==> src/rtl/fifo_pkg.sv <==
// Shared definitions for the async dual-clock FIFO: default sizes, output
// buffer occupancy encoding and gray/binary pointer conversions.
package fifo_pkg;

  localparam int unsigned DEF_DATA_WIDTH = 8;
  localparam int unsigned DEF_ADDR_WIDTH = 4;

  // Conversions run at a fixed wide width; callers zero-extend and truncate.
  localparam int unsigned CONV_W = 32;

  typedef enum logic [1:0] {
    BUF_EMPTY = 2'd0,
    BUF_ONE   = 2'd1,
    BUF_TWO   = 2'd2
  } buf_cnt_e;

  // XOR-prefix from the MSB; zero-extended upper bits leave the result unchanged.
  function automatic logic [CONV_W-1:0] gray2bin(input logic [CONV_W-1:0] gray);
    logic [CONV_W-1:0] bin;
    bin[CONV_W-1] = gray[CONV_W-1];
    for (int i = CONV_W - 2; i >= 0; i--) begin
      bin[i] = bin[i+1] ^ gray[i];
    end
    return bin;
  endfunction

  function automatic logic [CONV_W-1:0] bin2gray(input logic [CONV_W-1:0] bin);
    return bin ^ (bin >> 1);
  endfunction

endpackage

==> src/rtl/fifo_gray2bin.sv <==
// Combinational gray-to-binary converter for one FIFO pointer.
module fifo_gray2bin
  import fifo_pkg::*;
#(
  parameter int unsigned WIDTH = DEF_ADDR_WIDTH + 1
) (
  input  logic [WIDTH-1:0] i_gray,
  output logic [WIDTH-1:0] o_bin
);

  assign o_bin = WIDTH'(gray2bin(CONV_W'(i_gray)));

endmodule

==> src/rtl/fifo_rd_stream.sv <==
// Read-domain consumer of the async FIFO: 2-entry skid buffer feeding a
// valid/ready stream, plus registered occupancy level and almost_empty.
module fifo_rd_stream
  import fifo_pkg::*;
#(
  parameter int unsigned DATA_WIDTH = DEF_DATA_WIDTH,
  parameter int unsigned ADDR_WIDTH = DEF_ADDR_WIDTH,
  parameter int unsigned AE_THRESH  = 2
) (
  input  logic                  r_clk,
  input  logic                  r_rstn,
  input  logic                  empty,
  input  logic [DATA_WIDTH-1:0] r_data,
  input  logic [ADDR_WIDTH:0]   rq2_wptr,
  input  logic [ADDR_WIDTH:0]   rptr_gray,
  output logic                  r_en,
  output logic                  m_valid,
  output logic [DATA_WIDTH-1:0] m_data,
  input  logic                  m_ready,
  output logic [ADDR_WIDTH:0]   r_level,
  output logic                  almost_empty
);

  localparam int unsigned PTR_W = ADDR_WIDTH + 1;

  buf_cnt_e              r_cnt, w_cnt_nxt;
  logic [DATA_WIDTH-1:0] r_head, w_head_nxt;
  logic [DATA_WIDTH-1:0] r_skid, w_skid_nxt;
  logic                  w_pop, w_take;
  logic [PTR_W-1:0]      w_wbin, w_rbin, w_level_nxt;

  assign w_pop   = r_en & ~empty;
  assign m_valid = (r_cnt != BUF_EMPTY);
  assign w_take  = m_valid & m_ready;
  assign m_data  = r_head;

  // NOTE: every always_comb output gets a default first, so no path can infer a latch.
  always_comb begin
    w_cnt_nxt  = r_cnt;
    w_head_nxt = r_head;
    w_skid_nxt = r_skid;
    case (r_cnt)
      BUF_EMPTY: begin
        if (w_pop) begin
          w_head_nxt = r_data;
          w_cnt_nxt  = BUF_ONE;
        end
      end
      BUF_ONE: begin
        if (w_pop && !w_take) begin
          w_skid_nxt = r_data;
          w_cnt_nxt  = BUF_TWO;
        end else if (!w_pop && w_take) begin
          w_cnt_nxt  = BUF_EMPTY;
        end else if (w_pop && w_take) begin
          w_head_nxt = r_data;
        end
      end
      BUF_TWO: begin
        // r_en is low here, so only a take can move the buffer.
        if (w_take) begin
          w_head_nxt = r_skid;
          w_cnt_nxt  = BUF_ONE;
        end
      end
      default: w_cnt_nxt = BUF_EMPTY;
    endcase
  end

  // NOTE: sequential state uses non-blocking assignments only, so every flop samples pre-edge values.
  // NOTE: the two data entries are reset too, so m_data reads zero out of reset.
  always_ff @(posedge r_clk or negedge r_rstn) begin
    if (!r_rstn) begin
      r_cnt  <= BUF_EMPTY;
      r_head <= '0;
      r_skid <= '0;
      r_en   <= 1'b0;
    end else begin
      r_cnt  <= w_cnt_nxt;
      r_head <= w_head_nxt;
      r_skid <= w_skid_nxt;
      // Registered request: equals (cnt < 2) with no path from empty or m_ready.
      r_en   <= (w_cnt_nxt != BUF_TWO);
    end
  end

  fifo_gray2bin #(.WIDTH(PTR_W)) u_wptr_bin (
    .i_gray (rq2_wptr),
    .o_bin  (w_wbin)
  );

  fifo_gray2bin #(.WIDTH(PTR_W)) u_rptr_bin (
    .i_gray (rptr_gray),
    .o_bin  (w_rbin)
  );

  // Modulo subtract absorbs the pointer MSB wrap; a full FIFO reads 2**ADDR_WIDTH.
  assign w_level_nxt = w_wbin - w_rbin;

  always_ff @(posedge r_clk or negedge r_rstn) begin
    if (!r_rstn) begin
      r_level      <= '0;
      almost_empty <= 1'b1;
    end else begin
      r_level      <= w_level_nxt;
      almost_empty <= (w_level_nxt <= PTR_W'(AE_THRESH));
    end
  end

endmodule
==> config.mk <==
export PLATFORM = sky130hd
export DESIGN_NAME = fifo_rd_stream
export DESIGN_NICKNAME = d
export VERILOG_FILES = /design/src/rtl/fifo_pkg.sv /design/src/rtl/fifo_gray2bin.sv /design/src/rtl/fifo_rd_stream.sv
export SDC_FILE = /design/constraint.sdc
export NUM_CORES = 1
export LEC_CHECK = 0
export CAP_MARGIN = 20
export CELL_PAD_IN_SITES_DETAIL_PLACEMENT = 0
export CELL_PAD_IN_SITES_GLOBAL_PLACEMENT = 1
export CORE_ASPECT_RATIO = 2
export CORE_MARGIN = 1
export CORE_UTILIZATION = 35
export DETAILED_ROUTE_END_ITERATION = 8
export GPL_TIMING_DRIVEN = 0
export HOLD_SLACK_MARGIN = 0.06
export PLACE_DENSITY_LB_ADDON = 0.1
export SYNTH_ARGS = -nofsm -noshare
export SYNTH_HDL_FRONTEND = slang
export SYNTH_SLANG_ARGS = --single-unit
export TNS_END_PERCENT = 50
==> constraint.sdc <==
create_clock -name r_clk -period 1.7 [get_ports r_clk]
set_input_delay 0.51 -clock r_clk [delete_from_list [all_inputs] [get_ports r_clk]]
set_output_delay 0.51 -clock r_clk [all_outputs]
set_load 0.005 [all_outputs]
==> run metrics, run 1 <==
hold path startpoint m_data[2]; yosys warns 0; register area share after synthesis 51.5%; clock-pin transition on the worst setup and hold timing paths about 0.09 ns; met1 wire length 901 um; first-pass GRT wire length 4470 um; CTS Hold Bufs 0; Worst Hold Endpoint m_data[2]; Finished Layout Cells 180; fillers between 200 and 300; Worst R2R Setup Slack ~0.29 ns; count leader, synth dfrtp_1; Internal 1.78 mW; worst-path fanout max 2; most instantiated cells after synthesis dfrtp_1 (24), nand2_1 (10), mux2i_1 (9); ys async rst share 100%; Tot Pwr 2.57 mW; Synth area leaders dfrtp_1 (49%), mux2i_1 (7.4%), mux2_2 (7.4%); Num CTS Buffers 3; GR Overflow Total 0; leading area contributor after synthesis dfrtp_1; nets 175; syn avg cell area 12.4 um2; worst r2r dst r_skid[3]; Worst Path Arrival ~2.8 ns; Post-Synth Adder-Cell Area 5.66%; Main synth FF type dfrtp_1; DRT iter0 DRCs 12; maxcap violations 0; XOR/XNOR Fraction of Synth Area 11.2%; Sw Share 30.8%; Distinct cells, synth 25; setup TNS -3.07 ns; Avg Vias per Cell a little over 5; Port Buffer Count 37; FP Rows 30; Die Wd 43.7 um; Psw 0.791 mW; num ports 38; die height 85.4 um; Combinational Power Share 47.0%; gp weighted congestion 0.752; Tcrit/Tclk final 157%; top layer reached by signal wires met4; post-placement cell count about 170; Post-synth EDFFs 0; cells along the critical path buf_6, xor3_2, xor2_4, xnor2_2, ha_2, inv_2, fa_2, maj3_2, a21oi_2, xnor2_2, a2111oi_2; violated checks DRC, setup timing; Max VDD drop about 0.7 mV; Post-Route Skew 0.00357 ns; final worst setup slack -0.972 ns; sequential share of power between 30% and 40%; # setup viols final 6; crit end category register; Final min period roughly 2.7 ns; DRC violations left 2; Worst slew margin 63.8%; hold depth 2; Initial Utilization approximately 36%; Final ANT Viol Nets 0; routed length per instance 15.0 um; die area between 0.003 and 0.004 mm2; CTS Sinks 25; fin. max-slew vios 0; multiplexer share of the synthesized area 14.8%; status finished with violations; Clk pwr share a little over an eighth; # diodes 0; Critical Path RT roughly 1.9 ns; Pleak 0.813 nW; flops & latches, synth 25; detailed route wirelength on metal3 between 100 and 150 um; power density cells 1380 mW/mm2; Critical Path Start Type input port; vias in the first global route a little under 1000; Worst path slowest cell xor3_2; CTS H-tree depth 1; clock insertion delay at the later pin of the skew report roughly 0.26 ns; share of cells above drive strength 1 35.1%; core area 0.00334 mm2; Cells after Synth 98; Synth Area in Compound Gates around 8%; RSZ-0062 raised after global routing true; post-synthesis simple-gate area fraction under 10%; P&R area growth vs syn 53.7%; CTS tree done; initial antenna violation count 0; Root Driver clkbuf_8; final hold violations 0; clk buf depth 2; routed via count 915; drt pass-1 iters 5; Post-Syn Nets 124; worst r2r src r_cnt[1]; final hold slack about 0.49 ns; Worst Reg-to-Reg Cells 3; met2 WL 1640 um; mapped cell area 0.00122 mm2; drt total wl approximately 2700 um; share of the synthesized area in the top cell type 49.4%; largest net degree at the start of global routing 26; Worst-Margin Slew 0.541 ns; FMAX 374 MHz; most used cell, CP xnor2_2; main combinational cell family by area after synthesis multiplexers; global-route usage over all layers 16.4%; max incr delay on CP 0.49 ns; crit path kind in2reg; Worst Hold Class reg2reg; DP HPWL 1940 um
-- per-layer routing --
| layer | track usage [%] | vias up |
|---|---|---|
| li1 | - | 434 |
| met1 | 16.2 | 455 |
| met2 | 31.3 | 24 |
| met3 | 3.19 | 2 |
| met4 | 5.97 | 0 |
| met5 | 0 | - |
-- flip-flops by register name, indices dropped and copies added (netlist names) --
name	flops
almost_empty	1
r_cnt	2
r_skid	8
r_en	1
m_data	8
r_level	5
-- placed cells by master, fill, tap and decap left out, types with 2 or more instances in the layout --
cell / Yosys / final
a21oi_2: 1 / 3
nand2_1: 10 / 9
o21ai_0: 8 / 8
inv_1: 3 / 2
clkdlybuf4s50_1: 0 / 27
mux2_2: 8 / 8
mux2i_1: 9 / 9
xnor2_2: 0 / 3
xor2_4: 0 / 2
buf_4: 0 / 9
buf_6: 0 / 4
dlymetal6s2s_1: 0 / 2
clkbuf_8: 0 / 3
buf_2: 0 / 2
nor2b_1: 2 / 2
nand2b_1: 2 / 2
or2_2: 2 / 2
dfrtp_1: 24 / 23
xnor2_1: 6 / 3
xor2_1: 4 / 2
ha_1: 3 / 2
-- how the worst max path moves through the flow --
stage / start / to / cells after the start / slack, ns
finish: rq2_wptr[2] / almost_empty / 11 / -0.97
global placement: rq2_wptr[3] / almost_empty / 11 / -1.73
detailed placement: rq2_wptr[3] / almost_empty / 11 / -1.75
CTS: rptr_gray[2] / almost_empty / 11 / -1.07
floorplan: rq2_wptr[3] / almost_empty / 10 / -1.05
global route: rq2_wptr[2] / almost_empty / 11 / -1.03
-- critical path: cells and delay by family --
family          cells  cell delay, ns
buf+inv             2            0.10
xor+xnor            4            0.98
compound gates      2            0.38
fa+ha+maj           3            0.85
-- through the flow --
step                      worst slack, ns  util (%)  area [um2]
after detailed placement            -1.75      49.2        1640
after floorplan                     -1.05         -        1230
after CTS                           -1.07      54.1        1810
after global placement              -1.73      49.2        1640
final                              -0.972      56.0        1870
after global routing                -1.03      56.0        1870
-- cell type report --
| type | count | area [um2] | area share (%) |
|---|---|---|---|
| buffer | 2 | 12.5 | 0.669 |
| inverter | 3 | 11.3 | 0.602 |
| tap | 32 | 40.0 | 2.14 |
| clock buffer | 3 | 41.3 | 2.21 |
| multi-input combinational | 68 | 674 | 36.1 |
| clock inverter | 1 | 5.00 | 0.268 |
| timing repair buffer | 46 | 457 | 24.4 |
| sequential | 25 | 628 | 33.6 |
-- logic make-up (layout without fill, tap and decap cells) --
family / count (synthesis) / after routing
adder cells (fa/ha/maj): 5 / 5
AO/OA/AOI/OAI: 16 / 16
XOR/XNOR: 12 / 12
buffers and inverters: 5 / 55
AND/OR/NAND/NOR: 18 / 18
multiplexers: 17 / 17
flip-flops: 25 / 25
-- repair_timing --
item | 4_1_cts | 5_1_grt
setup buffers | 7 | 1
endpoints found under the hold margin | 0 | 0
pin swaps | 16 | 9
endpoints found under the setup margin | 24 | 17
gates resized for setup | 39 | 13
-- power by group through the flow --
stage / registers (mW) / logic [mW] / clock network (mW)
floorplan: 1.02 / 0.504 / 0
global placement: 1.01 / 1.03 / 0
detailed placement: 1.03 / 1.06 / 0
CTS: 1.02 / 1.20 / 0.360
global route: 1.05 / 1.33 / 0.383
finish: 1.02 / 1.21 / 0.347
(Power assumes the default switching activity.)
==> run 2: changes to the inputs <==
- GPL_ROUTABILITY_DRIVEN: default -> 0
- PLACE_DENSITY: default -> 0.86
- PLACE_DENSITY_LB_ADDON: 0.1 -> default
==> run 2 against run 1 <==
Net effect: the run still ends with DRC, setup timing left; routed wire length is 4.1% higher; core utilization is 2.5 points higher; critical path depth stayed put; maximum frequency is 1.8% higher; total power is 4.9% higher; via count is 2.4% higher; global-route usage is 0.32 points lower; clock skew hardly changed; cell count is 2.8% higher; flip-flop and latch count stayed put; register-to-register slack hardly changed; worst setup slack better by 0.048 ns.
==> run metrics, run 2 (synthesis gave the netlist of run 1 again) <==
status finished with violations; violated checks DRC, setup timing; most frequent cells in the layout clkdlybuf4s50_1 (26), dfrtp_1 (23), buf_4 (12); Final ANT Viol Nets 0; Port Buffer Count 37; Worst Hold Endpoint m_data[2]; setup TNS -3.06 ns; final hold slack 0.485 ns; most used cell, CP xnor2_2; CTS tree done; Num CTS Buffers 3; Tot Pwr between 2 and 3 mW; worst-path fanout max 2; FP Rows 30; DRT iter0 DRCs 12; drt total wl approximately 2800 um; hold depth 2; max incr delay on CP 0.48 ns; Pleak between 0.8 and 0.9 nW; fin. max-slew vios 0; Worst slew margin 75.8%; die area 0.00373 mm2; area of the multi-input gates 701 um2; worst r2r dst m_data[5]; Combinational Power Share around 50%; fillers approximately 280; Root Driver clkbuf_8; Psw 0.847 mW; sequential share of power between 30% and 40%; Worst-Margin Slew 0.362 ns; hold path startpoint m_data[2]; first-pass GRT wire length 4430 um; GR Overflow Total 0; Post-Route Skew around 0.0033 ns; # setup viols final 5; CTS H-tree depth 1; crit path kind in2reg; Clk pwr share between 10% and 20%; Worst path slowest cell xor3_2; largest net degree at the start of global routing 26; global-route usage over all layers 16.1%; storage element area between 600 and 700 um2; initial antenna violation count 0; drt pass-1 iters 5; routed via count 937; nets 180; pre-CTS WS -1.77 ns; cells along the critical path buf_6, xor3_2, xor2_4, xnor2_2, ha_2, inv_2, fa_2, maj3_2, a21oi_2, xnor2_2, a2111oi_4; RSZ-0062 raised after global routing true; Initial Utilization 36.4%; vias in the first global route 977; die height around 85 um; Sw Share 31.4%; crit end category register; DP HPWL 1900 um; final worst setup slack -0.924 ns; clock-pin transition on the worst setup and hold timing paths 0.08 ns; routed length per instance 15.1 um; Tcrit/Tclk final 154%; clock insertion delay at the later pin of the skew report 0.27 ns; P&R area growth vs syn 60.6%; Max VDD drop between 0.7 and 0.8 mV; num ports 38; maxcap violations 0; Die Wd 43.7 um; worst r2r src r_cnt[1]; clk buf depth 2; Finished Layout Cells 185; Internal approximately 1.9 mW; share of cells above drive strength 1 37.9%; CTS Sinks 25; Critical Path Start Type input port; Final min period 2.62 ns; core area 0.00334 mm2; Worst Reg-to-Reg Cells 6; post-placement cell count between 150 and 200; final hold violations 0; Worst R2R Setup Slack approximately 0.30 ns; Avg Vias per Cell between 5 and 6; Critical Path RT 1.87 ns; # diodes 0; DRC violations left 1; FMAX 381 MHz; Worst Hold Class reg2reg; Worst Path Arrival 2.80 ns; commonest non-fill, non-tap cell in the layout clkdlybuf4s50_1; power density cells around 1400 mW/mm2
==> run 2: worst max-delay path, delay by kind of cell <==
family                     cells  cell delay (ns)
buffers and inverters          2             0.10
xor gates and xnor gates       4             0.96
AOI/OAI and AO/OA              2             0.38
adders and majority gates      3             0.85
==> run 2: worst max path at each step <==
| stage | startpoint | to | slack [ns] |
|---|---|---|---|
| finish | rq2_wptr[2] | almost_empty | -0.92 |
| global route | rq2_wptr[2] | almost_empty | -0.98 |
| CTS | rptr_gray[2] | almost_empty | -1.08 |
| detailed placement | rq2_wptr[3] | almost_empty | -1.77 |
| global placement | rq2_wptr[3] | almost_empty | -1.73 |
| floorplan | rq2_wptr[3] | almost_empty | -1.05 |
==> run 2: power by group through the flow <==
| stage | Combinational [mW] | Clock (mW) | Sequential (mW) |
|---|---|---|---|
| floorplan | 0.504 | 0 | 1.02 |
| global placement | 1.01 | 0 | 1.00 |
| detailed placement | 1.04 | 0 | 1.03 |
| CTS | 1.26 | 0.357 | 1.02 |
| global route | 1.45 | 0.376 | 1.06 |
| finish | 1.33 | 0.345 | 1.02 |
==> run 2: repair_timing <==
item | CTS | global route
gates cloned | 0 | 0
hold buffers | 0 | 0
endpoints found under the setup margin | 24 | 24
buffers inserted | 11 | 4
pin swaps | 16 | 15
resized for setup | 42 | 21
==> run 2: per-stage QoR <==
| step | cell area [um2] | util (%) |
|---|---|---|
| 2_1_floorplan | 1230 | - |
| 3_3_place_gp | 1640 | 49.2 |
| 3_5_place_dp | 1640 | 49.2 |
| 4_1_cts | 1850 | 55.3 |
| 5_1_grt | 1950 | 58.5 |
| 6_report | 1950 | 58.5 |
==> run 2: area by class of cell <==
type | count | share of cell area (%)
Tap cell | 32 | 2.05
Clock inverter | 1 | 0.256
Buffer | 2 | 0.641
Multi-Input combinational cell | 68 | 35.9
Sequential cell | 25 | 32.2
Inverter | 3 | 0.577
Clock buffer | 3 | 2.11
Timing Repair Buffer | 51 | 26.3
==> run 2: routing by layer <==
metal  routed length, um  global-route usage (%)  share of wire [%]  vias to the layer above
li1                    -                       -                  -                      443
met1                 895                    16.6                 32                      461
met2                1730                    30.0                 62                       29
met3                 144                    3.19                5.1                        4
met5                   0                       0                  0                        -
met4                  35                    5.97                1.2                        0
==> run 3: changes to the inputs <==
- CAP_MARGIN: 20 -> 10
- SKIP_LAST_GASP: default -> 1
==> run 3 against run 2 <==
Net effect: the run still ends with DRC, setup timing left; register-to-register slack barely moved; critical path depth did not move; maximum frequency fell by 0.13%; sequential power barely moved; critical path type unchanged; critical endpoint unchanged; largest power group unchanged; highest routed layer unchanged.
==> run metrics, run 3 (synthesis gave the netlist of run 1 again) <==
Critical Path RT between 1.5 and 2 ns; post-placement cell count 167; CTS Sinks 25; FP Rows 30; FMAX 381 MHz; Finished Layout Cells about 190; # diodes 0; fin. max-slew vios 0; die area between 0.003 and 0.004 mm2; Port Buffer Count 37; global-route usage over all layers 16.1%; cells along the critical path buf_6, xor3_2, xor2_4, xnor2_2, ha_2, inv_2, fa_2, maj3_2, a21oi_2, xnor2_2, a2111oi_4; Critical Path Start Type input port; clock-pin transition on the worst setup and hold timing paths about 0.080 ns; Worst Hold Class reg2reg; hold path startpoint m_data[2]; status finished with violations; Tot Pwr 2.70 mW; initial antenna violation count 0; Clk pwr share 12.8%; commonest non-fill, non-tap cell in the layout clkdlybuf4s50_1; final hold violations 0; most used cell, CP xnor2_2; DRC violations left 1; violated checks DRC, setup timing; final worst setup slack -0.928 ns; RSZ-0062 raised after global routing true; Initial Utilization 36.4%; clk buf depth 2; Worst Path Arrival roughly 2.8 ns; num ports 38; worst-path fanout max 2; Post-Route Skew about 0.0035 ns; drt total wl 2810 um; GR Overflow Total 0; final hold slack 0.485 ns; share of cells above drive strength 1 37.3%; Final min period 2.63 ns; fillers 276; routed via count 945; worst r2r dst m_data[5]; core area between 0.003 and 0.004 mm2; Pleak 0.858 nW; Worst slew margin 75.8%; P&R area growth vs syn 60.4%; Worst Hold Endpoint m_data[2]; crit end category register; Max VDD drop around 0.74 mV; Critical path buffers and inverters 2; area of the multi-input gates between 600 and 700 um2; setup TNS -3.45 ns; max incr delay on CP 0.48 ns; die height 85.4 um; clock insertion delay at the later pin of the skew report 0.27 ns; storage element area 627 um2; CTS Hold Bufs 0; critical path depth in cells 11; Worst Reg-to-Reg Cells 6; Worst-Margin Slew 0.362 ns; vias in the first global route 978; DRT iter0 DRCs 12; most frequent cells in the layout clkdlybuf4s50_1 (28), dfrtp_1 (24), buf_4 (12); nets 180; first-pass GRT wire length 4440 um; DP HPWL between 1500 and 2000 um; Tcrit/Tclk final 155%; Worst R2R Setup Slack ~0.29 ns; largest net degree at the start of global routing 26; Internal 1.86 mW; Final ANT Viol Nets 0; CP top delay family XOR/XNOR gates; Die Wd 43.7 um; Root Driver clkbuf_8; routed length per instance approximately 15 um; CTS tree done; worst r2r src r_cnt[1]; CTS H-tree depth 1; Avg Vias per Cell roughly 5; hold depth 2; crit path kind in2reg; final instance area 0.00195 mm2; Sw Share 31.3%; sequential share of power a little under two fifths; Num CTS Buffers 3; Psw 0.847 mW; Combinational Power Share 49.6%; maxcap violations 0; power density cells 1390 mW/mm2; Area after DPL 0.00164 mm2; drt pass-1 iters 6; Worst path slowest cell xor3_2; # setup viols final 7
## run 3: cell count changes in the layout (fill, tap and decap cells not counted)
cell	change
dfrtp_1	+1
dfrtp_2	-1
or2_4	-1
clkdlybuf4s50_1	+2
or2_2	+1
clkdlybuf4s15_1	-1
dlygate4sd2_1	-1
## run 3: what timing repair did
action	4_1_cts	5_1_grt
buffers inserted	11	4
hold endpoints to repair	0	0
pin swaps	15	15
resized for setup	37	21
endpoints found under the setup margin	24	25
## run 3: layout make-up
class | instances | area share [%]
buffer | 2 | 0.641
timing repair buffer | 51 | 26.4
clock buffer | 3 | 2.12
tap | 32 | 2.05
multi-input combinational | 68 | 35.8
sequential | 25 | 32.1
inverter | 3 | 0.577
clock inverter | 1 | 0.257
## run 3: power by group through the flow
stage	clock (mW)	sequential, mW	combinational [mW]
2_1_floorplan	0	1.02	0.504
3_3_place_gp	0	1.00	1.01
3_5_place_dp	0	1.03	1.04
4_1_cts	0.357	1.02	1.26
5_1_grt	0.376	1.06	1.46
6_report	0.345	1.02	1.34
## run 3: worst register-to-register path, stage by stage (launching register included)
cell,delay [ns]
dfrtp_1,0.45
nor3b_4,0.29
buf_4,0.17
a2bb2oi_2,0.06
buf_4,0.18
nand2_1,0.07
o21ai_0,0.08
## run 3: how the worst max path moves through the flow
stage / endpoint / slack [ns] / start
after detailed placement: almost_empty / -1.77 / rq2_wptr[3]
after global placement: almost_empty / -1.73 / rq2_wptr[3]
after global routing: almost_empty / -0.98 / rq2_wptr[2]
after CTS: almost_empty / -1.08 / rptr_gray[2]
after floorplan: almost_empty / -1.05 / rq2_wptr[3]
final: almost_empty / -0.93 / rq2_wptr[2]
## run 3: through the flow
stage | util [%] | setup WS, ns
2_1_floorplan | - | -1.05
3_3_place_gp | 49.2 | -1.73
3_5_place_dp | 49.2 | -1.77
4_1_cts | 55.2 | -1.08
5_1_grt | 58.4 | -0.984
6_report | 58.4 | -0.928
## run 3: routing by layer
metal | vias up | GRT usage (%) | part of all wire (%)
met3 | 4 | 3.19 | 4.8
met5 | - | 0 | 0
met4 | 0 | 5.97 | 1.2
li1 | 444 | - | -
met2 | 29 | 30.0 | 62
met1 | 468 | 16.7 | 32
